==> config.mk <==
export PLATFORM = sky130hd
export DESIGN_NAME = led_sweep_controller
export DESIGN_NICKNAME = d
export VERILOG_FILES = /design/src/rtl/led_sweep_controller.sv
export SDC_FILE = /design/constraint.sdc
export NUM_CORES = 1
export LEC_CHECK = 0
export ABC_CLOCK_PERIOD_IN_PS = 2830
export CAP_MARGIN = 30
export CORE_MARGIN = 2
export CORE_UTILIZATION = 47
export CTS_BUF_LIST = sky130_fd_sc_hd__clkbuf_4 sky130_fd_sc_hd__clkbuf_8
export CTS_CLUSTER_DIAMETER = 100
export DETAILED_ROUTE_END_ITERATION = 6
export MAX_ROUTING_LAYER = met4
export PLACE_DENSITY = 0.73
export SLEW_MARGIN = 15
export SYNTH_ARGS = -nofsm -noshare
export SYNTH_HDL_FRONTEND = slang
export SYNTH_SLANG_ARGS = --single-unit
==> constraint.sdc <==
create_clock -name CLK -period 2.83 [get_ports CLK]
set_clock_uncertainty 0.05 [all_clocks]
set_input_delay 0.566 -clock CLK [delete_from_list [all_inputs] [get_ports CLK]]
set_output_delay 0.566 -clock CLK [all_outputs]
set_load 0.01 [all_outputs]
==> src/rtl/led_sweep_controller.sv <==
// led_sweep_controller
// AMCI master that sweeps one lit LED across the low LED_WIDTH bits of the
// GPIO LED register. It starts on a debounced button press and restores the
// original register value at the end. A second press aborts the sweep early.
// Response errors are captured in a sticky flag.

module led_sweep_controller #(
  parameter int                        AXI_DATA_WIDTH  = 32,
  parameter int                        AXI_ADDR_WIDTH  = 32,
  parameter logic [AXI_ADDR_WIDTH-1:0] LED_ADDR        = 32'h4000_0000,
  parameter int                        LED_WIDTH       = 4,
  parameter int                        PASSES          = 2,
  parameter int                        STEP_CYCLES     = 25_000_000,
  parameter int                        DEBOUNCE_CYCLES = 1_000_000
) (
  input  logic                                        CLK,
  input  logic                                        RESETN,
  input  logic                                        BUTTON,
  output logic [2*AXI_ADDR_WIDTH+AXI_DATA_WIDTH+1:0]  AMCI_MOSI,
  input  logic [AXI_DATA_WIDTH+5:0]                   AMCI_MISO,
  output logic                                        BUSY,
  output logic                                        ERROR,
  output logic                                        DONE
);

  localparam int DW     = AXI_DATA_WIDTH;
  localparam int AW     = AXI_ADDR_WIDTH;
  localparam int BIT_W  = (LED_WIDTH > 1) ? $clog2(LED_WIDTH) : 1;
  localparam int PASS_W = (PASSES > 1) ? $clog2(PASSES) : 1;
  localparam int STEP_W = (STEP_CYCLES > 1) ? $clog2(STEP_CYCLES) : 1;
  localparam int DEB_W  = (DEBOUNCE_CYCLES > 1) ? $clog2(DEBOUNCE_CYCLES) : 1;

  localparam logic [BIT_W-1:0]  BIT_LAST  = BIT_W'(LED_WIDTH - 1);
  localparam logic [PASS_W-1:0] PASS_LAST = PASS_W'(PASSES - 1);
  localparam logic [STEP_W-1:0] STEP_LAST = STEP_W'(STEP_CYCLES - 1);
  localparam logic [DEB_W-1:0]  DEB_LAST  = DEB_W'(DEBOUNCE_CYCLES - 1);

  // Ones in the swept bit positions. These bits are cleared before one of them is lit.
  localparam logic [DW-1:0] LED_MASK = {DW{1'b1}} >> (DW - LED_WIDTH);

  typedef enum logic [2:0] {
    IDLE,
    RD_REQ,
    RD_WAIT,
    WR_REQ,
    WR_WAIT,
    HOLD,
    RS_REQ,
    RS_WAIT
  } state_t;

  state_t state;
  state_t state_next;

  // Engine response fields
  logic [DW-1:0] rdata;
  logic          widle;
  logic          ridle;
  logic [1:0]    wresp;
  logic [1:0]    rresp;

  assign rdata = AMCI_MISO[DW-1:0];
  assign widle = AMCI_MISO[DW];
  assign ridle = AMCI_MISO[DW+1];
  assign wresp = AMCI_MISO[DW+3:DW+2];
  assign rresp = AMCI_MISO[DW+5:DW+4];

  // Button conditioning
  logic             sync_meta;
  logic             sync_btn;
  logic             deb_level;
  logic             deb_prev;
  logic [DEB_W-1:0] deb_cnt;
  logic             press;

  // Sequencer datapath registers and their next values
  logic [BIT_W-1:0]  bit_idx,       bit_next;
  logic [PASS_W-1:0] pass_idx,      pass_next;
  logic [STEP_W-1:0] step_cnt,      step_next;
  logic [DW-1:0]     saved,         saved_next;
  logic              abort_pending, abort_next;
  logic              error_q,       error_next;
  logic              settle;
  logic              done_q;
  logic [AW-1:0]     raddr_q;
  logic [AW-1:0]     waddr_q;
  logic [DW-1:0]     wdata_q;

  // Bus-facing values for the current cycle
  logic          read_stb;
  logic          write_stb;
  logic [AW-1:0] raddr_out;
  logic [AW-1:0] waddr_out;
  logic [DW-1:0] wdata_out;
  logic [DW-1:0] led_word;

  // Bring the raw button into the clock domain through two flops
  always_ff @(posedge CLK) begin
    if (!RESETN) begin
      sync_meta <= 1'b0;
      sync_btn  <= 1'b0;
    end else begin
      sync_meta <= BUTTON;
      sync_btn  <= sync_meta;
    end
  end

  // Update the debounced level after DEBOUNCE_CYCLES consecutive disagreeing clocks
  always_ff @(posedge CLK) begin
    if (!RESETN) begin
      deb_level <= 1'b0;
      deb_prev  <= 1'b0;
      deb_cnt   <= '0;
    end else begin
      deb_prev <= deb_level;
      if (sync_btn != deb_level) begin
        if (deb_cnt == DEB_LAST) begin
          deb_level <= sync_btn;
          deb_cnt   <= '0;
        end else begin
          deb_cnt <= deb_cnt + 1'b1;
        end
      end else begin
        deb_cnt <= '0;
      end
    end
  end

  // A press is the single cycle in which the debounced level has just risen
  assign press = deb_level & ~deb_prev;

  // State register
  always_ff @(posedge CLK) begin
    if (!RESETN) begin
      state <= IDLE;
    end else begin
      state <= state_next;
    end
  end

  // Next state, bus strobes and datapath updates. Presses in RD_* and RS_* states are ignored.
  always_comb begin
    state_next = state;
    bit_next   = bit_idx;
    pass_next  = pass_idx;
    step_next  = step_cnt;
    saved_next = saved;
    abort_next = abort_pending;
    error_next = error_q;
    read_stb   = 1'b0;
    write_stb  = 1'b0;
    raddr_out  = raddr_q;
    waddr_out  = waddr_q;
    wdata_out  = wdata_q;
    led_word   = (saved & ~LED_MASK) | (DW'(1) << bit_idx);

    case (state)
      IDLE: begin
        if (press) begin
          state_next = RD_REQ;
          bit_next   = '0;
          pass_next  = '0;
          abort_next = 1'b0;
        end
      end

      RD_REQ: begin
        raddr_out = LED_ADDR;
        if (ridle) begin
          read_stb   = 1'b1;
          state_next = RD_WAIT;
        end
      end

      RD_WAIT: begin
        if (!settle && ridle) begin
          saved_next = rdata;
          if (rresp != 2'b00) begin
            error_next = 1'b1;
            state_next = IDLE;
          end else begin
            state_next = WR_REQ;
          end
        end
      end

      WR_REQ: begin
        if (press || abort_pending) begin
          state_next = RS_REQ;
        end else begin
          waddr_out = LED_ADDR;
          wdata_out = led_word;
          if (widle) begin
            write_stb  = 1'b1;
            state_next = WR_WAIT;
          end
        end
      end

      WR_WAIT: begin
        if (press) begin
          abort_next = 1'b1;
        end
        if (!settle && widle) begin
          if (wresp != 2'b00) begin
            error_next = 1'b1;
            state_next = RS_REQ;
          end else if (press || abort_pending) begin
            state_next = RS_REQ;
          end else begin
            step_next  = STEP_LAST;
            state_next = HOLD;
          end
        end
      end

      HOLD: begin
        if (press) begin
          state_next = RS_REQ;
        end else if (step_cnt != '0) begin
          step_next = step_cnt - 1'b1;
        end else if (bit_idx != BIT_LAST) begin
          bit_next   = bit_idx + 1'b1;
          state_next = WR_REQ;
        end else begin
          bit_next = '0;
          if (pass_idx == PASS_LAST) begin
            state_next = RS_REQ;
          end else begin
            pass_next  = pass_idx + 1'b1;
            state_next = WR_REQ;
          end
        end
      end

      RS_REQ: begin
        waddr_out = LED_ADDR;
        wdata_out = saved;
        if (widle) begin
          write_stb  = 1'b1;
          state_next = RS_WAIT;
        end
      end

      RS_WAIT: begin
        if (!settle && widle) begin
          if (wresp != 2'b00) begin
            error_next = 1'b1;
          end
          state_next = IDLE;
        end
      end

      default: begin
        state_next = IDLE;
      end
    endcase
  end

  // Datapath registers. Bus addresses and data hold their last driven value between requests.
  always_ff @(posedge CLK) begin
    if (!RESETN) begin
      bit_idx       <= '0;
      pass_idx      <= '0;
      step_cnt      <= '0;
      saved         <= '0;
      abort_pending <= 1'b0;
      error_q       <= 1'b0;
      settle        <= 1'b0;
      done_q        <= 1'b0;
      raddr_q       <= '0;
      waddr_q       <= '0;
      wdata_q       <= '0;
    end else begin
      bit_idx       <= bit_next;
      pass_idx      <= pass_next;
      step_cnt      <= step_next;
      saved         <= saved_next;
      abort_pending <= abort_next;
      error_q       <= error_next;
      settle        <= read_stb | write_stb;
      done_q        <= (state != IDLE) && (state_next == IDLE);
      raddr_q       <= raddr_out;
      waddr_q       <= waddr_out;
      wdata_q       <= wdata_out;
    end
  end

  assign AMCI_MOSI = {read_stb, write_stb, raddr_out, wdata_out, waddr_out};
  assign BUSY      = (state != IDLE);
  assign ERROR     = error_q;
  assign DONE      = done_q;

endmodule

==> results of run 1 <==
kinds of logic (layout without fill, tap and decap cells):
group           Yosys count  count (layout)  share of synthesized area
compound gates          109             109                     0.0934
mux                      30              30                     0.0435
flops                   187             187                      0.484
xor+xnor                 19              19                     0.0215
simple gates            428             428                      0.304
fa+ha+maj                 6               6                    0.00971
buf+inv                  73             224                     0.0431
cell usage in the layout, fill, tap and decap left out, drive strengths merged, types with 15 or more instances in the layout:
cell,Yosys,routed
clkdlybuf4s50,0,75
dlygate4sd2,0,15
nand2,85,85
mux2,29,29
inv,13,15
dfxtp,187,187
and2,103,103
nor2,61,61
buf,7,54
clkbuf,53,41
nor3,19,19
a21oi,42,42
and3,66,66
xnor2,16,16
nand3,23,23
power by group:
part	total, uW	leakage [uW]	switching, uW	internal (uW)
clock network	1890	0.000217	927	963
registers	2630	0.00151	1.04	2630
logic	119	0.00248	58.4	60.5
total	4640	0.00420	987	3650
worst max-delay path by stage:
stage / end / startpoint
4_1_cts: AMCI_MOSI[43] / state[2]$_SDFF_PN0_
5_1_grt: AMCI_MOSI[8] / deb_level$_SDFFE_PN0P_
6_report: AMCI_MOSI[16] / deb_level$_SDFFE_PN0P_
2_1_floorplan: step_cnt[8]$_SDFFE_PN0P_ / AMCI_MISO[35]
3_3_place_gp: step_cnt[8]$_SDFFE_PN0P_ / AMCI_MISO[32]
3_5_place_dp: step_cnt[19]$_SDFFE_PN0P_ / AMCI_MISO[32]
what timing repair did:
| action | 4_1_cts | 5_1_grt |
|---|---|---|
| endpoints found under the hold margin | 0 | 0 |
| setup endpoints to repair | 98 | 83 |
| buffers inserted | 6 | 1 |
| pin swaps | 2 | 1 |
| resized for setup | 122 | 61 |
| gates cloned | 1 | 0 |
per-stage QoR:
step,std cells,hold WS (ps),power (uW),utilization
global route,1219,422,4810,0.609
CTS,1219,397,4690,0.616
global placement,1181,371,2810,0.588
floorplan,852,362,2730,-
finish,1219,391,4640,0.609
detailed placement,1181,376,2810,0.588
state kept, by name, indices dropped and copies added (netlist names), 2 cells and up:
| signal | count |
|---|---|
| raddr_q | 32 |
| bit_idx | 2 |
| saved | 32 |
| deb_cnt | 20 |
| waddr_q | 32 |
| wdata_q | 32 |
| step_cnt | 25 |
| state | 3 |
critical path: cells and delay by family (launching register included):
family	cells	cell delay (ps)
buffers and inverters	4	760
and+or+nand+nor	4	600
DFF	1	330
cell type report:
type                            instances  area (um^2)
Clock buffer                           17          234
Clock inverter                         14          194
Fill cell                            1460         6250
Inverter                               13         48.8
Multi-Input combinational cell        592         3680
Sequential cell                       187         3750
Tap cell                              216          270
Timing Repair Buffer                  180         1570
metal layers:
layer,share of wire,routed length [um]
met3,0.047,845
met5,0,0
met1,0.48,8520
met4,0.011,203
met2,0.46,8250
==> results.yml, run 1 <==
worst_setup_path:
  r2r-end: "step_cnt[16]$_SDFFE_PN0P_"
  cp_max_fo: 42
  slowest_stage: "dfxtp_2"
  end_kind: "output port"
  criticalPathCategory: "register to output port"
  arrival_ps: 2150
  cpPeakStageDelay_ps: 330
  path_cells: "nor2b_4, nor4b_2, buf_4, nor2_4, buf_12, buf_12, and2_1, dlygate4sd2_1"
  reg2reg_depth: 7
  cp_data_required_time_ps: 2210
  critPathLaunchType: "register"
  worst-r2r-setup-slack_ps: 310
  r2r_start: "step_cnt[0]$_SDFFE_PN0P_"
  cp_common_cell: "buf_12"
global_routing:
  grt_pass1_vias: 5764
  grt_max_degree: 76
  antenna_found_initial: 0
  grt_pass1_wl_mm: 28.8
  globalRouteMet1Util: 0.278
  track_usage: 0.207
  use_met2: 0.322
  use_met3: 0.0388
  grt_busiest_layer: "met2"
  gr-total-overflow: 0
sta:
  hold_viol: 0
  worst_pin_slew_ps: 589
  slew_violations: 0
  fin_crit_ps: 2760
  finalSetupTns_ps: 0
  fin_crit_sh: 0.976
  rsz0062_at_grt: "true"
  relSlewSlack: 0.608
  fin_ws_ps: 68.6
  setup-violations-final: 0
  max_freq_ghz: 0.362
run_status:
  outcome: "finished, final reports clean"
logic_synthesis:
  synth_top_flop_cell: "dfxtp_1"
  synth.avg_cell_area_um2: 9.07
  ys_async_sr_fraction: 0
  synth.top_cells.by_area: "dfxtp_1 (48%), and2_1 (8.3%), and3_1 (5.3%)"
  ys_types: 65
  ys_ff_latch: 187
  yosys.area.top_type: "dfxtp_1"
  synth_fp_nets: 899
  yosysMostFrequentCell: "dfxtp_1"
  yosysSeqAreaShare: 0.484
  synth_top_area_frac: 0.484
  netlist_area_um2: 7730
  netlist_top_cells_count: "dfxtp_1 (187), and2_1 (102), nand2_1 (85), and3_1 (66), nor2_1 (60)"
  synth_edf_count: 0
  syn-instance-count: 852
  yosysWarnings: 0
floorplan:
  core_um2: 16000
  fp.dieW_um: 132
  ios: 142
  num_rows: 46
  die_h_um: 132
  start_util: 0.483
  die_area_um2: 17500
cts:
  cts.sinks: 187
  clock_path_buffers: 2
  cts-buffers-inserted: 17
  htreeDepth: 4
  cts_root_buf: "clkbuf_8"
  clk_pin_slew_worst_paths_ps: 90
  clk_latency_ps: 450
  cts_tree: "done"
  holdBufCountCts: 0
min_path:
  holdCritPathClass: "register to register"
  hp-start: "sync_meta$_SDFF_PN0_"
  whs_path_depth: 1
  hold_path_end: "sync_btn$_SDFF_PN0_"
routing:
  antenna_left: 0
  vias: 6278
  wl_per_cell_um: 14.6
  firstDrtPassIters: 5
  via_per_inst: 5.15
  routed_wl_mm: 17.8
  drc: 0
  drt_first_iter_violations: 413
flow_run:
  maxCapViolCount: 0
pwr:
  p_leak_uw: 0.00420
  power_per_cell_area_nw_per_um2: 476
  ir_worst_vdd_mv: 0.270
finish:
  syn_to_final_growth_pct: 26.1
  drive_above_1_share: 0.166
  diodes: 0
  design_area_um2: 9750
  fin_nets: 1038
placement:
  gp_congestion: 0.930
  port-buffer-count: 141
  place_ws_ps: 56.9
  hpwl_mm: 12.0
  post_dp_cell_area_um2: 9410
No activity file was read; power rests on OpenSTA's default activity.
==> inputs of run 2 (changes only) <==
--- a/config.mk
+++ b/config.mk
@@ -6,11 +6,10 @@
 export NUM_CORES = 1
 export LEC_CHECK = 0
 export ABC_CLOCK_PERIOD_IN_PS = 2830
-export CAP_MARGIN = 30
 export CORE_MARGIN = 2
 export CORE_UTILIZATION = 47
 export CTS_BUF_LIST = sky130_fd_sc_hd__clkbuf_4 sky130_fd_sc_hd__clkbuf_8
-export CTS_CLUSTER_DIAMETER = 100
+export CTS_CLUSTER_DIAMETER = 150
 export DETAILED_ROUTE_END_ITERATION = 6
 export MAX_ROUTING_LAYER = met4
 export PLACE_DENSITY = 0.73
==> results of run 2 <==
Final layout, timing and power as in run 1 (identical DEF).
